`config.mk`:
```
export PLATFORM = sky130hd
export DESIGN_NAME = div_seq_param
export DESIGN_NICKNAME = d
export VERILOG_FILES = /design/src/rtl/div_pkg.sv /design/src/rtl/div_step.sv /design/src/rtl/div_seq_param.sv
export SDC_FILE = /design/constraint.sdc
export NUM_CORES = 1
export LEC_CHECK = 0
export ABC_AREA = 1
export CAP_MARGIN = 40
export CORE_MARGIN = 4
export CORE_UTILIZATION = 44
export CTS_CLUSTER_SIZE = 40
export DETAILED_ROUTE_END_ITERATION = 10
export PLACE_DENSITY = 0.72
export SYNTH_ARGS = -nofsm -noshare
export SYNTH_HDL_FRONTEND = slang
export SYNTH_HIERARCHICAL = 1
export SYNTH_SLANG_ARGS = --single-unit
```
`constraint.sdc`:
```
create_clock -name clk -period 2.45 [get_ports clk]
set_clock_uncertainty 0.05 [all_clocks]
set_input_delay 0.245 -clock clk [delete_from_list [all_inputs] [get_ports clk]]
set_output_delay 0.245 -clock clk [all_outputs]
set_load 0.1 [all_outputs]
```
`src/rtl/div_pkg.sv`:
```
// Shared types and constants for the sequential restoring divider.
// Optional signed mode is enabled in the top level by defining DIV_SIGNED_EN.
package div_pkg;

    typedef enum logic [1:0] {
        IDLE   = 2'd0,
        CALC   = 2'd1,
        FINISH = 2'd2
    } div_state_t;

    localparam int MAX_WIDTH = 64;

    // Quotient reported for a zero divisor: all ones at the requested width.
    function automatic logic [MAX_WIDTH-1:0] dbz_quotient(input int width);
        return {MAX_WIDTH{1'b1}} >> (MAX_WIDTH - width);
    endfunction

endpackage

```
`src/rtl/div_step.sv`:
```
// One restoring-division iteration: shift in the next dividend bit, trial
// subtract the divisor, keep the difference only if it did not borrow.
module div_step #(
    parameter int WIDTH = 32
) (
    input  logic [WIDTH-1:0] i_rem,
    input  logic             i_bit,
    input  logic [WIDTH-1:0] i_divisor,
    output logic [WIDTH-1:0] o_rem,
    output logic             o_qbit
);

    logic [WIDTH:0] w_shift;
    logic [WIDTH:0] w_trial;

    assign w_shift = {i_rem, i_bit};
    assign w_trial = w_shift - {1'b0, i_divisor};
    // Borrow is the MSB of the WIDTH+1 bit difference; no borrow -> quotient bit 1.
    assign o_qbit  = ~w_trial[WIDTH];
    // While rem < divisor holds, a kept remainder always fits in WIDTH bits.
    assign o_rem   = o_qbit ? w_trial[WIDTH-1:0] : w_shift[WIDTH-1:0];

endmodule

```
`src/rtl/div_seq_param.sv`:
```
// Multi-cycle restoring divider, one quotient bit per clock, start/done
// handshake and divide-by-zero flag. Define DIV_SIGNED_EN to add the
// signed_mode input (magnitude division with sign fixup on completion).
module div_seq_param
    import div_pkg::*;
#(
    parameter  int WIDTH = 32,
    localparam int CNT_W = $clog2(WIDTH + 1)
) (
    input  logic             clk,
    input  logic             reset,
    input  logic             start,
    input  logic [WIDTH-1:0] dividend_in,
    input  logic [WIDTH-1:0] divisor_in,
`ifdef DIV_SIGNED_EN
    input  logic             signed_mode,
`endif
    output logic             busy,
    output logic             done,
    output logic [WIDTH-1:0] quotient_out,
    output logic [WIDTH-1:0] remainder_out,
    output logic             div_by_zero
);

    localparam logic [WIDTH-1:0] DBZ_Q    = WIDTH'(dbz_quotient(WIDTH));
    localparam logic [CNT_W-1:0] LAST_CNT = CNT_W'(WIDTH - 1);

    div_state_t       r_state;
    logic [CNT_W-1:0] r_cnt;
    logic [WIDTH-1:0] r_dvd;
    logic [WIDTH-1:0] r_dvs;
    logic [WIDTH-1:0] r_rem;
    logic [WIDTH-1:0] r_quo;
    logic             r_dbz;
    logic             r_busy;
    logic             r_done;
    logic [WIDTH-1:0] r_q_out;
    logic [WIDTH-1:0] r_r_out;
    logic             r_dbz_out;

    logic [WIDTH-1:0] w_a_mag;
    logic [WIDTH-1:0] w_b_mag;
    logic [WIDTH-1:0] w_q_fix;
    logic [WIDTH-1:0] w_r_fix;
    logic [WIDTH-1:0] w_step_rem;
    logic             w_step_q;
    logic             w_accept;

    // Start is only looked at in IDLE; anything seen in CALC/FINISH is dropped.
    assign w_accept = start && (r_state == IDLE);

`ifdef DIV_SIGNED_EN
    logic w_a_neg;
    logic w_b_neg;
    logic r_neg_q;
    logic r_neg_r;

    assign w_a_neg = signed_mode & dividend_in[WIDTH-1];
    assign w_b_neg = signed_mode & divisor_in[WIDTH-1];
    // MIN has no positive twin, but its unsigned pattern is the right magnitude.
    assign w_a_mag = w_a_neg ? -dividend_in : dividend_in;
    assign w_b_mag = w_b_neg ? -divisor_in  : divisor_in;
    // Divide-by-zero results are reported raw, never sign-adjusted.
    assign w_q_fix = (r_neg_q && !r_dbz) ? -r_quo : r_quo;
    assign w_r_fix = (r_neg_r && !r_dbz) ? -r_rem : r_rem;

    // Result signs: quotient truncates toward zero, remainder follows dividend.
    always_ff @(posedge clk) begin
        if (reset) begin
            r_neg_q <= 1'b0;
            r_neg_r <= 1'b0;
        end else if (w_accept) begin
            r_neg_q <= w_a_neg ^ w_b_neg;
            r_neg_r <= w_a_neg;
        end
    end
`else
    assign w_a_mag = dividend_in;
    assign w_b_mag = divisor_in;
    assign w_q_fix = r_quo;
    assign w_r_fix = r_rem;
`endif

    div_step #(.WIDTH(WIDTH)) u_step (
        .i_rem     (r_rem),
        .i_bit     (r_dvd[WIDTH-1]),
        .i_divisor (r_dvs),
        .o_rem     (w_step_rem),
        .o_qbit    (w_step_q)
    );

    // Control FSM plus iteration datapath and registered results.
    always_ff @(posedge clk) begin
        if (reset) begin
            r_state   <= IDLE;
            r_cnt     <= '0;
            r_dvd     <= '0;
            r_dvs     <= '0;
            r_rem     <= '0;
            r_quo     <= '0;
            r_dbz     <= 1'b0;
            r_busy    <= 1'b0;
            r_done    <= 1'b0;
            r_q_out   <= '0;
            r_r_out   <= '0;
            r_dbz_out <= 1'b0;
        end else begin
            case (r_state)
                IDLE: begin
                    r_done <= 1'b0;
                    r_busy <= w_accept;
                    if (w_accept) begin
                        r_dbz_out <= 1'b0;
                        r_cnt     <= '0;
                        if (divisor_in == '0) begin
                            // Skip iterations; FINISH publishes the fixed result.
                            r_quo   <= DBZ_Q;
                            r_rem   <= dividend_in;
                            r_dbz   <= 1'b1;
                            r_state <= FINISH;
                        end else begin
                            r_dvd   <= w_a_mag;
                            r_dvs   <= w_b_mag;
                            r_rem   <= '0;
                            r_quo   <= '0;
                            r_dbz   <= 1'b0;
                            r_state <= CALC;
                        end
                    end
                end
                CALC: begin
                    r_rem <= w_step_rem;
                    r_quo <= {r_quo[WIDTH-2:0], w_step_q};
                    r_dvd <= r_dvd << 1;
                    r_cnt <= r_cnt + CNT_W'(1);
                    if (r_cnt == LAST_CNT) r_state <= FINISH;
                end
                FINISH: begin
                    r_q_out   <= w_q_fix;
                    r_r_out   <= w_r_fix;
                    r_dbz_out <= r_dbz;
                    r_done    <= 1'b1;
                    r_busy    <= 1'b1;
                    r_state   <= IDLE;
                end
                default: r_state <= IDLE;
            endcase
        end
    end

    assign busy          = r_busy;
    assign done          = r_done;
    assign quotient_out  = r_q_out;
    assign remainder_out = r_r_out;
    assign div_by_zero   = r_dbz_out;

endmodule
```
After elaboration in Yosys (flattened, before gate mapping) --
Index checks and enable logic that the tools add are counted.
Cells by class: divide/modulo/power cells 0, magnitude comparators 0, bitwise operators 2, equal/unequal tests 6, reductions and logical operators 11, mux-type cells 21, shifts and indexed selects 0, add/sub/neg operators 2, $mul 0
Operators with widths (count):
- $mux W32 | 7
- $pmux W32 S2 | 3
- $sub A33 B32 Y33 | 1
- $logic_not A32 Y1 | 1
- $pmux W6 S2 | 1
- $reduce_and A2 Y1 | 4
- $add A6 B1 Y6 const B | 1
- $eq A6 B5 Y1 const B | 1
- $mux W2 | 3
- $mux W6 | 1
- $ne A2 B2 Y1 const B | 3
- $pmux W1 S2 | 3
- $reduce_and A3 Y1 | 2
- $pmux W2 S2 | 1
- $reduce_bool A2 Y1 | 2
- $eq A2 B1 Y1 const B | 1
- $eq A2 B2 Y1 const B | 1
- $logic_not A2 Y1 | 1
- $mux W1 | 2
- $not A1 Y1 | 2
- $logic_and A1 B1 Y1 | 1
Storage, ports and cells: latch bits 0, input port bits 67, memories kept 0, ROM bits 0, register bits after elaboration 204, output and inout bits 67, bits in writable memories 0, logic and storage cells 54

Depth between registers and ports, before layout --
word-level depth 4, depth in mapped cells 19, gate-level depth less buffers 18

Cells and area by module --
Netlist, hierarchy kept.
By module, submodules not included:
- div_seq_param | instances 1, area each 8074.0 um2, cells an instance 1049, seq. area each 4083.9 um2
- div_step | instances 1, area each 3250.6 um2, cells an instance 681, seq. area each 0.0 um2

Worst setup path before layout --
No wires, ideal clock.
path kind register -> register, from reg r_dvd[31], to reg r_rem[19], arrival 2.256 ns, slack 0.012 ns, required time 2.268 ns, stages on the path, launching flop included 19, setup time 0.132 ns, period minus slack after synthesis 2.438 ns, path through dfxtp_1 -> inv_1 -> ha_1 -> fa_1 -> inv_1 -> nand2_1 -> nand2_1 -> nand3_1 -> nand2_2 -> nand2_2 -> nand2_2 -> nand2_4 -> nand3_1 -> nand2_4 -> buf_12 -> nand2_2 -> nand2_1 -> a22oi_1 -> a21oi_1
On the way: cells in the longest elaborated chain, start to end 3
Ends and longest elaborated chain:
- from (decl) | RTL line div_seq_param.sv:30 | logic [WIDTH-1:0] r_dvd;
- from (signal assigned) | RTL line div_seq_param.sv:122 | r_dvd <= w_a_mag;
- from (signal assigned) | RTL line div_seq_param.sv:134 | r_dvd <= r_dvd << 1;
- $sub A33 B32 Y33 | RTL line div_step.sv:17 | assign w_trial = w_shift - {1'b0, i_divisor};
- $mux W32 | RTL line div_step.sv:21 | assign o_rem = o_qbit ? w_trial[WIDTH-1:0] : w_shift[WIDTH-1:0];
- via w_step_rem[19] | RTL line div_seq_param.sv:45 | logic [WIDTH-1:0] w_step_rem;
- $pmux W32 S2 | RTL line div_seq_param.sv:108 | case (r_state)
- to (signal assigned) | RTL line div_seq_param.sv:118 | r_rem <= dividend_in;
- to (signal assigned) | RTL line div_seq_param.sv:132 | r_rem <= w_step_rem;
- to (decl) | RTL line div_seq_param.sv:32 | logic [WIDTH-1:0] r_rem;
The timed path passes the listed nets, and every way through them passes these cells. A chain may end at the register's enable or synchronous reset.

Final worst setup path --
from reg r_dvd[31], to reg r_rem[28]
The elaborated chain is that of the path after synthesis.

==> key figures <==
Route
  • Via count: 11800
  • Residual DRC: 0
  • First drt pass iteration count: 7
  • Total Wirelength: 35600 um
  • Routed Antenna Nets: 0
  • Vias per cell: 5.27
  • Initial DRC Count: 883
  • Mean routed wirelength per cell: 16.0 um

Global route
  • Total gr overflow: 0
  • Largest net degree at the start of global routing: 113
  • First-pass GRT wire length: 55100 um
  • GRT Overall Usage: 23.5%
  • Number of global-route vias before repair: 10800
  • Initial antenna violation count: 0

Clock tree
  • CTS tree: done
  • Hold_buf cts: 0
  • H-tree Lvls: 1
  • Clk slew on worst S/H paths: 0.06 ns
  • Skew-Pair Late Insertion Delay: 0.53 ns
  • Root Driver: clkbuf_16
  • Clk buf depth: 3
  • CTS buffer count: 23
  • CTS Sinks: 204

Timing
  • Final hold vios: 0
  • Final setup fails: 2
  • RSZ-0062 raised after global routing: true
  • FMAX: 404 MHz
  • Minimum clock period: 2.48 ns
  • Setup ws final: -0.0254 ns
  • Measured slew at the worst slew-check pin: 0.787 ns
  • Max-slew violation count: 0
  • Fin crit share: 101%
  • Rel. slew slack: 47.5%

Place
  • GP Congestion: 0.934
  • Final HPWL from detailed placement: 24300 um
  • Port Buffers: 133
  • Placed Area: 0.0131 mm2
  • Placed cells: 2173

Worst hold path
  • Sink of the worst hold path: remainder_out[29]$_SDFFE_PP0P_
  • Hold Path Origin: reset
  • Hold Crit Class: in2reg
  • Hold depth: 4

Critical path
  • Crit. Startpoint: r_dvd[31]$_SDFFE_PP0P_
  • Startpoint Class: register
  • Worst EP arrival: 2.88 ns
  • Critical Path Max Stage Delay: 0.39 ns
  • Cell repeated most along the worst path: nand2_2
  • R2R setup slack: -0.03 ns
  • WP buf/inv: 3
  • CP max stage cell: fa_2
  • WP data required: 2.85 ns
  • CP endpoint kind: register
  • Reg2Reg Depth: 19
  • Delay-heaviest family, CP: simple AND/OR/NAND/NOR gates
  • Kind of critical path: reg2reg
  • Worst R2R End: r_rem[28]$_SDFFE_PP0P_
  • CP Max Fanout: 6
  • CP Cell Sequence: inv_2, ha_4, fa_2, inv_2, nand2_2, nand2_2, nand3_2, nand2_2, nand2_2, nand2_2, nand2_4, nand2_4, nand2_4, nand2_8, clkbuf_16, nand2_2, nand2_1, a22oi_1, a21oi_1
  • FF-to-FF Start: r_dvd[31]$_SDFFE_PP0P_

Synthesis
  • Ys Warns: 6
  • Synth Area in Compound Gates: 15.3%
  • Synth Area in Adders: 3.82%
  • Post-synthesis async set-or-reset flop share: 0%
  • Multiplexer area fraction after synthesis: 0%
  • Syn_nets: 1831
  • Seq cells post-synth: 204
  • Largest area contributor in the netlist: dfxtp_1
  • Largest family of logic cells by synthesized area: simple AND/OR/NAND/NOR gates
  • EDFF count, synth: 0
  • Synth Area in Simple Gates: 33.7%
  • Post-synthesis xor/xnor area fraction: 1.16%
  • Post-Syn Instances: 1730
  • Unique cell type count in the Yosys netlist: 42
  • Cell Area, Synth: 0.0113 mm2
  • Synth area leaders: dfxtp_1 36%, nand2_1 15%, nor2_1 9.5%
  • Syn avg cell area: 6.55 um2
  • Synth top area share: 36.1%
  • Sequential area share after synthesis: 36.1%
  • Top_reg_cell synth: dfxtp_1

Floorplan
  • Row Count: 58
  • DIE HEIGHT: 168 um
  • Die X: 168 um
  • Core box area: 0.0253 mm2
  • Die area: 0.0284 mm2
  • I/O pin total: 134
  • Initial Util: 44.8%

Power
  • Register share of total power: 37.3%
  • P_leak: 7.11 nW
  • Sw Pwr: 3.09 mW
  • PD cells: 654 mW/mm2
  • Peak VDD IR: 0.000525 V
  • Clock Power Share: 38.4%
  • Net Sw Frac: 32.0%
  • P_int: 6.57 mW
  • Gate power share: 24.3%

Finish
  • Antenna cells: 0
  • Fin util: 58.5%
  • Final #Nets: 1985
  • # fillers: 2347
  • Fin cells: 2230
  • Layout area overhead: 30.4%
  • Post-route cell area: 0.0148 mm2
  • Share of cells above drive strength 1: 18.7%

Status
  • Failing checks: setup timing
  • Outcome: finished, violations left

Flow run
  • Max-cap violation count: 0
[routing by layer]
layer	track usage, %	part of all wire [%]
met5	0	0
met4	4.94	2.2
met3	3.47	7.0
met2	39.4	46
met1	32.3	44
[synthesized netlist by cell type (3+ instances only)]
| library cell | count |
|---|---|
| nand2_1 | 464 |
| nor2_1 | 287 |
| dfxtp_1 | 204 |
| inv_1 | 165 |
| a21oi_1 | 126 |
| o21ai_0 | 105 |
| nand3_1 | 65 |
| a22oi_1 | 64 |
| clkbuf_1 | 49 |
| ha_1 | 33 |
| nand3b_1 | 31 |
| buf_2 | 25 |
| nand2_2 | 22 |
| xor2_1 | 14 |
| nand4_1 | 10 |
| buf_6 | 8 |
| nor2_4 | 7 |
| nor3_1 | 7 |
| inv_2 | 6 |
| nand2_4 | 6 |
| buf_4 | 5 |
| o21bai_1 | 5 |
| and2_1 | 3 |
[area by class of cell]
class,instances,area [um2],share of cell area (%)
Timing Repair Buffer,216,1980,13.4
Tap cell,330,413,2.80
Inverter,172,647,4.38
Multi-Input combinational cell,1267,6790,46.0
Clock inverter,7,125,0.848
Clock buffer,34,697,4.72
Sequential cell,204,4110,27.8
[power by group through the flow]
stage | combinational [mW] | sequential, mW | clock, mW
6_report | 2.35 | 3.60 | 3.71
5_1_grt | 2.55 | 3.62 | 3.92
4_1_cts | 2.23 | 3.60 | 3.79
3_5_place_dp | 2.15 | 3.67 | 0
3_3_place_gp | 2.14 | 3.67 | 0
2_1_floorplan | 1.13 | 4.03 | 0
[cells by family (layout without fill, tap and decap cells)]
group | count (synthesis) | after routing
simple gates | 907 | 911
compound gates | 307 | 307
buf+inv | 263 | 429
flops | 204 | 204
fa+ha+maj | 34 | 34
xor+xnor | 15 | 15
[placed cells by master (no fill, tap or decap), types with 21 or more instances in the layout]
cell type	instances
a22oi_1	57
nand3_1	60
nor2_1	280
o21ai_0	105
a21oi_1	119
nand3b_1	31
nand2_2	49
inv_1	162
dfxtp_1	187
nand2_1	426
ha_4	21
buf_4	134
clkbuf_16	26
clkdlybuf4s50_1	65
[worst max-delay path by stage]
stage | end | cells after the start
after floorplan | r_rem[19]$_SDFFE_PP0P_ | 18
after global placement | r_rem[31]$_SDFFE_PP0P_ | 17
after detailed placement | r_rem[14]$_SDFFE_PP0P_ | 18
after CTS | r_rem[4]$_SDFFE_PP0P_ | 19
after global routing | r_rem[30]$_SDFFE_PP0P_ | 17
final | r_rem[28]$_SDFFE_PP0P_ | 19
[worst reg2reg max path, delay by kind of cell (launching register included)]
family | cells | cell delay, ns
AOI/OAI and AO/OA | 2 | 0.26
adders and majority gates | 2 | 0.55
buffers and inverters | 3 | 0.29
DFF | 1 | 0.33
and+or+nand+nor | 12 | 0.93
[stage by stage]
step | setup slack, ns | total power [mW] | setup TNS [ns] | hold slack (ns)
after floorplan | 0.0115 | 5.16 | 0 | 0.330
after global placement | -0.0290 | 5.81 | -0.232 | 0.392
final | -0.0254 | 9.66 | -0.0259 | 0.231
after CTS | 0.00290 | 9.62 | 0 | 0.225
after detailed placement | -0.104 | 5.82 | -2.54 | 0.406
after global routing | -0.136 | 10.1 | -2.85 | 0.285
[flip-flops by register name, summed over array words and instances, names as in the netlist]
signal	flops
r_dvd	32
r_dbz	1
done	1
r_dvs	32
remainder_out	32
div_by_zero	1
r_state	2
quotient_out	32
r_rem	32
busy	1
r_cnt	6
r_quo	32
[timing repair]
item / 4_1_cts / 5_1_grt
pin swaps: 13 / 66
setup buffers: 5 / 4
cloned: 3 / 5
setup endpoints to repair: 33 / 32
gates resized for setup: 49 / 95
(Power assumes the default switching activity.)
